==> src/rtl/fp_mac_pkg.sv <==
// Shared definitions for the floating-point MAC pipeline stages.
package fp_mac_pkg;

  localparam int unsigned FP_EXP_W   = 8;
  localparam int unsigned FP_MAN_W   = 24;
  localparam logic [7:0]  FP_EXP_MAX = 8'hFF;

  typedef enum logic [1:0] {
    IDLE = 2'd0,
    NORM = 2'd1,
    DONE = 2'd2
  } state_t;

  function automatic logic [31:0] pack(input logic       sign,
                                       input logic [7:0]  exp,
                                       input logic [22:0] frac);
    return {sign, exp, frac};
  endfunction

endpackage

==> src/rtl/step4_normalize.sv <==
// Pipeline stage 4: iterative left-shift normalization of the adder result
// and packing into an FP32 word, with valid/ready on both sides.
module step4_normalize
  import fp_mac_pkg::*;
(
  input  logic        clock,
  input  logic        reset,
  input  logic        in_valid,
  output logic        in_ready,
  input  logic [23:0] in_adder_out,
  input  logic        in_ov_sign,
  input  logic        in_adder_out_sign,
  input  logic [7:0]  in_current_ex,
  output logic        out_valid,
  input  logic        out_ready,
  output logic [31:0] out_result,
  output logic        out_overflow,
  output logic        out_underflow
);

  state_t      state_q, state_d;
  logic [23:0] m_q, m_d;
  logic [8:0]  e_q, e_d;
  logic [31:0] res_q, res_d;
  logic        ovf_q, ovf_d;
  logic        unf_q, unf_d;

  logic        to_done;
  logic        force_ff;
  logic        sat;
  logic        sign_d;
  logic [8:0]  e0;
  logic [8:0]  e_carry;
  logic [7:0]  exp_f;
  logic [22:0] frac_f;

  // Exponent 0 shares the scale of exponent 1 (denormal handling).
  assign e0      = (in_current_ex == 8'h00) ? 9'd1 : {1'b0, in_current_ex};
  assign e_carry = e0 + 9'd1;

  always_comb begin
    state_d  = state_q;
    m_d      = m_q;
    e_d      = e_q;
    res_d    = res_q;
    ovf_d    = ovf_q;
    unf_d    = unf_q;
    to_done  = 1'b0;
    force_ff = 1'b0;
    sat      = 1'b0;
    sign_d   = res_q[31];

    case (state_q)
      IDLE: begin
        sign_d = in_adder_out_sign;
        if (in_valid) begin
          if (in_current_ex == FP_EXP_MAX) begin
            m_d      = in_adder_out;
            e_d      = 9'd255;
            force_ff = 1'b1;
            to_done  = 1'b1;
          end else begin
            if (in_ov_sign) begin
              m_d = {1'b1, in_adder_out[23:1]};
              e_d = e_carry;
            end else begin
              m_d = in_adder_out;
              e_d = e0;
            end
            if (in_ov_sign && (e_carry == 9'd255)) begin
              m_d      = '0;
              e_d      = 9'd255;
              force_ff = 1'b1;
              sat      = 1'b1;
              to_done  = 1'b1;
            end else if ((m_d == '0) || m_d[23] || (e_d == 9'd1)) begin
              to_done = 1'b1;
            end else begin
              state_d = NORM;
            end
          end
        end
      end
      NORM: begin
        m_d = {m_q[22:0], 1'b0};
        e_d = e_q - 9'd1;
        if (m_d[23] || (e_d == 9'd1)) to_done = 1'b1;
      end
      DONE: begin
        if (out_ready) state_d = IDLE;
      end
      default: state_d = IDLE;
    endcase

    exp_f  = force_ff ? FP_EXP_MAX : (m_d[23] ? e_d[7:0] : 8'h00);
    frac_f = m_d[22:0];
    if (to_done) begin
      state_d = DONE;
      res_d   = pack(sign_d, exp_f, frac_f);
      ovf_d   = sat;
      unf_d   = !force_ff && (exp_f == 8'h00) && (frac_f != '0);
    end
  end

  always_ff @(posedge clock or posedge reset) begin
    if (reset) begin
      state_q <= IDLE;
      m_q     <= '0;
      e_q     <= '0;
      res_q   <= '0;
      ovf_q   <= 1'b0;
      unf_q   <= 1'b0;
    end else begin
      state_q <= state_d;
      m_q     <= m_d;
      e_q     <= e_d;
      res_q   <= res_d;
      ovf_q   <= ovf_d;
      unf_q   <= unf_d;
    end
  end

  assign in_ready      = (state_q == IDLE);
  assign out_valid     = (state_q == DONE);
  assign out_result    = res_q;
  assign out_overflow  = ovf_q;
  assign out_underflow = unf_q;

endmodule

==> config.mk <==
export PLATFORM = sky130hd
export DESIGN_NAME = step4_normalize
export DESIGN_NICKNAME = d
export VERILOG_FILES = /design/src/rtl/fp_mac_pkg.sv /design/src/rtl/step4_normalize.sv
export SDC_FILE = /design/constraint.sdc
export NUM_CORES = 1
export LEC_CHECK = 0
export ABC_AREA = 1
export ABC_CLOCK_PERIOD_IN_PS = 5540
export CORE_ASPECT_RATIO = 0.9
export CORE_UTILIZATION = 29
export CTS_CLUSTER_DIAMETER = 30
export DETAILED_ROUTE_END_ITERATION = 12
export MAX_ROUTING_LAYER = met4
export PLACE_DENSITY_LB_ADDON = 0.1
export RECOVER_POWER = 50
export SETUP_SLACK_MARGIN = 0.05
export SYNTH_ARGS = -nofsm -noshare
export SYNTH_HDL_FRONTEND = slang
export SYNTH_SLANG_ARGS = --single-unit
export TNS_END_PERCENT = 10
==> constraint.sdc <==
create_clock -name clock -period 5.54 [get_ports clock]
set_input_delay 1.108 -clock clock [delete_from_list [all_inputs] [get_ports clock]]
set_output_delay 1.108 -clock clock [all_outputs]
set_load 0.1 [all_outputs]
==> run summary <==
footprint of the multi-input gates -> 2510 µm²
number of synthesized flops with an enable pin -> 0
share of cells above drive strength 1 -> 13.4%
n_diodes -> 0
die width -> 140 µm
vias -> 4612
CTS Root Cell -> clkbuf_16
met2 GRT Util -> 29.8%
Post-Route Skew -> 0.00629 ns
status -> finished, violations left
CTS tree -> built
clk_lat worst skew -> 0.34 ns
Die Ht -> 126 µm
Post-synth ARST share -> 100%
min Tclk post-route -> 4.35 ns
worst r2r src -> e_q[0]
first-iteration detailed-routing DRC count -> 218
Post-DP HPWL -> 10700 µm
Rows -> 44
hold crit path type -> reg -> reg
Final Cell Area -> 5970 µm²
dpl cell area -> 5730 µm²
Max Fclk -> 230 MHz
slew margin rel. -> -24.3%
cts hold-fix bufs -> 0
CTS Sinks -> 69
total routed wirelength -> 14700 µm
grt ovf -> 0
Mapped Avg Cell Area -> 7.12 µm²
DRC -> 0
Reg2Reg Setup Slack -> 2.62 ns
Fin Setup TNS -> 0 ns
Worst Path Max Fanout -> 49
I/O pin total -> 74
Pwr Density -> 646 nW/µm²
P&R area growth vs syn -> 20.7%
routing usage on met3 -> 3.31%
startpoint class of the critical path -> input pin
Worst Path Arrival -> 4.63 ns
RSZ-0062 raised after global routing -> false
post-CTS sizing -> 0
first-pass GRT wire length -> 23900 µm
post-synth net total -> 735
Nets -> 791
Worst Setup SP -> in_current_ex[2]
Final Hold Fails -> 0
reg-to-reg critical path endpoint -> out_underflow
data required time of the critical path -> 5.82 ns
fill cell count -> 1788
die area -> 17600 µm²
Reg2Reg Depth -> 17
Total GRT Usage -> 18.0%
routability-driven placement congestion ratio -> 0.865
clock slew at reported path FFs -> 0.06 ns
DR vias/cell -> 4.79
Distinct cells, synth -> 44
register area -> 1730 µm²
Setup crit end kind -> flip-flop
Core Region -> 16400 µm²
H-Tree Depth -> 3
worst setup path category -> in -> reg
Starting Density -> 30.2%
initial antenna violation count -> 0
register bit count reported by yosys -> 69
CP endpoint -> out_underflow
Final Max Slew Viols -> 48
top_reg_cell synth -> dfrtp_1
CTS Buf Count -> 9
Synth Warn # -> 0
drt wl/cell -> 15.3 µm
clock buffer depth -> 2
Most Crowded Layer GR -> met2
Port Buffers -> 73
Peak VDD IR -> 0.403 mV
largest net degree at the start of global routing -> 58
worst slew pin tran -> 1.86 ns
crit share post-route -> 78.5%
drt pass-1 iters -> 4
final setup violation count -> 0
failing checks -> max-capacitance violations, max-slew violations
vias in the first global route -> 4542
mapped cell area -> 4950 µm²
Static Leak -> 2.84 nW
postcts setup bufs -> 0
Detail Route Antenna Nets -> 0
Synth Instances -> 695
max_cap viols -> 1
register area share after synthesis -> 34.9%
M1 GR Usage -> 22.5%
worst max-delay path, cell delays in order:
cell           delay, ns
dlygate4sd3_1       0.63
nand3_1             0.16
inv_2               0.11
nand3_4             0.08
nor2_1              0.62
inv_4               0.40
nand4_1             0.20
inv_1               0.05
nand2_1             0.10
nand2_2             0.09
nand2_4             0.43
nand2_2             0.18
nor2_2              0.14
nand2_1             0.06
nor2_1              0.11
nand2_1             0.06
nand2_1             0.05
sequential cells by signal, indices dropped and copies added (netlist names):
| register | cells |
|---|---|
| out_result | 32 |
| e_q | 9 |
| m_q | 24 |
| state_q | 2 |
| out_overflow | 1 |
| out_underflow | 1 |
layout by cell type, fill, tap and decap left out, types with 4 or more instances in the layout:
| master | n |
|---|---|
| xor2_1 | 6 |
| o21a_1 | 6 |
| o211ai_1 | 5 |
| dfrtp_1 | 69 |
| nor3_1 | 5 |
| nand3b_1 | 5 |
| a21oi_1 | 32 |
| inv_1 | 114 |
| nand2_1 | 129 |
| nand3_1 | 25 |
| clkbuf_16 | 9 |
| dlygate4sd3_1 | 15 |
| nand2_2 | 35 |
| a31oi_1 | 21 |
| clkbuf_1 | 4 |
| o21ai_1 | 9 |
| nand2_4 | 4 |
| o22ai_1 | 24 |
| inv_2 | 9 |
| o21ai_0 | 42 |
| nor2_2 | 8 |
| nand4_1 | 7 |
| nor2_1 | 69 |
| clkdlybuf4s50_1 | 57 |
| clkinv_2 | 4 |
| nand3_2 | 16 |
final cells by class:
| class | instances | area share [%] |
|---|---|---|
| multi-input combinational | 470 | 42.0 |
| sequential | 69 | 28.9 |
| timing repair buffer | 77 | 12.5 |
| inverter | 124 | 7.84 |
| tap | 207 | 4.34 |
| clock buffer | 11 | 3.90 |
| clock inverter | 5 | 0.461 |
per-stage QoR:
| stage | total power [mW] | setup slack [ns] | hold slack (ns) | std cells | utilization, % |
|---|---|---|---|---|---|
| after global placement | 3.36 | 1.54 | 0.484 | 947 | 34.9 |
| after CTS | 3.90 | 1.80 | 0.493 | 963 | 36.5 |
| after floorplan | 2.81 | 2.30 | 0.492 | 695 | - |
| after global routing | 4.13 | 0.815 | 0.523 | 963 | 36.4 |
| after detailed placement | 3.36 | 1.44 | 0.475 | 947 | 34.9 |
| final | 3.86 | 1.19 | 0.487 | 963 | 36.4 |
power by group:
part / internal [mW] / switching [mW] / total [mW] / leakage [nW]
Combinational: 0.615 / 1.83 / 2.44 / 1.90
Sequential: 0.753 / 0.135 / 0.888 / 0.818
Clock: 0.300 / 0.226 / 0.526 / 0.129
Yosys cell counts (3+ instances only):
cell type / instances / share of area (%)
nand2_4: 4 / 0.91
nor2_1: 68 / 5.2
nand3_1: 25 / 2.5
nor2_2: 8 / 1.0
xor2_1: 6 / 1.1
clkbuf_1: 8 / 0.61
a21oi_1: 32 / 3.2
o22ai_1: 24 / 3.0
dfrtp_1: 69 / 35
o21ai_0: 42 / 4.2
buf_6: 12 / 2.7
o21a_1: 6 / 0.91
inv_2: 9 / 0.68
nand2_2: 35 / 4.4
nand2_1: 129 / 9.8
o21ai_1: 9 / 0.91
a31oi_1: 21 / 2.7
xnor2_1: 3 / 0.53
a21oi_2: 3 / 0.53
nor3_1: 5 / 0.51
nand4_1: 7 / 0.88
nand3b_1: 5 / 0.76
buf_2: 7 / 0.71
inv_1: 114 / 8.6
nand3_2: 16 / 3.2
o211ai_1: 5 / 0.76
worst min-delay path by stage:
stage	end	depth (start not counted)	from
2_1_floorplan	state_q[1]	1	state_q[0]
3_3_place_gp	out_result[19]	2	out_result[19]
3_5_place_dp	out_underflow	2	out_underflow
4_1_cts	out_underflow	2	out_underflow
5_1_grt	out_result[27]	2	out_result[27]
6_report	out_result[19]	2	out_result[19]
cells by family after synthesis:
logic type,share of synthesized area (%)
flip-flops,34.9
buffers and inverters,14.3
AND/OR/NAND/NOR,31.0
multiplexers,0.228
adder cells (fa/ha/maj),0.506
AO/OA/AOI/OAI,17.5
XOR/XNOR,1.59
layer usage:
metal | up-vias | routed length [µm] | part of all wire (%)
met2 | 98 | 7060 | 48
met3 | 18 | 536 | 3.6
met4 | 0 | 282 | 1.9
met5 | - | 0 | 0
met1 | 2150 | 6840 | 46
li1 | 2346 | - | -
No activity file was read; power rests on OpenSTA's default activity.
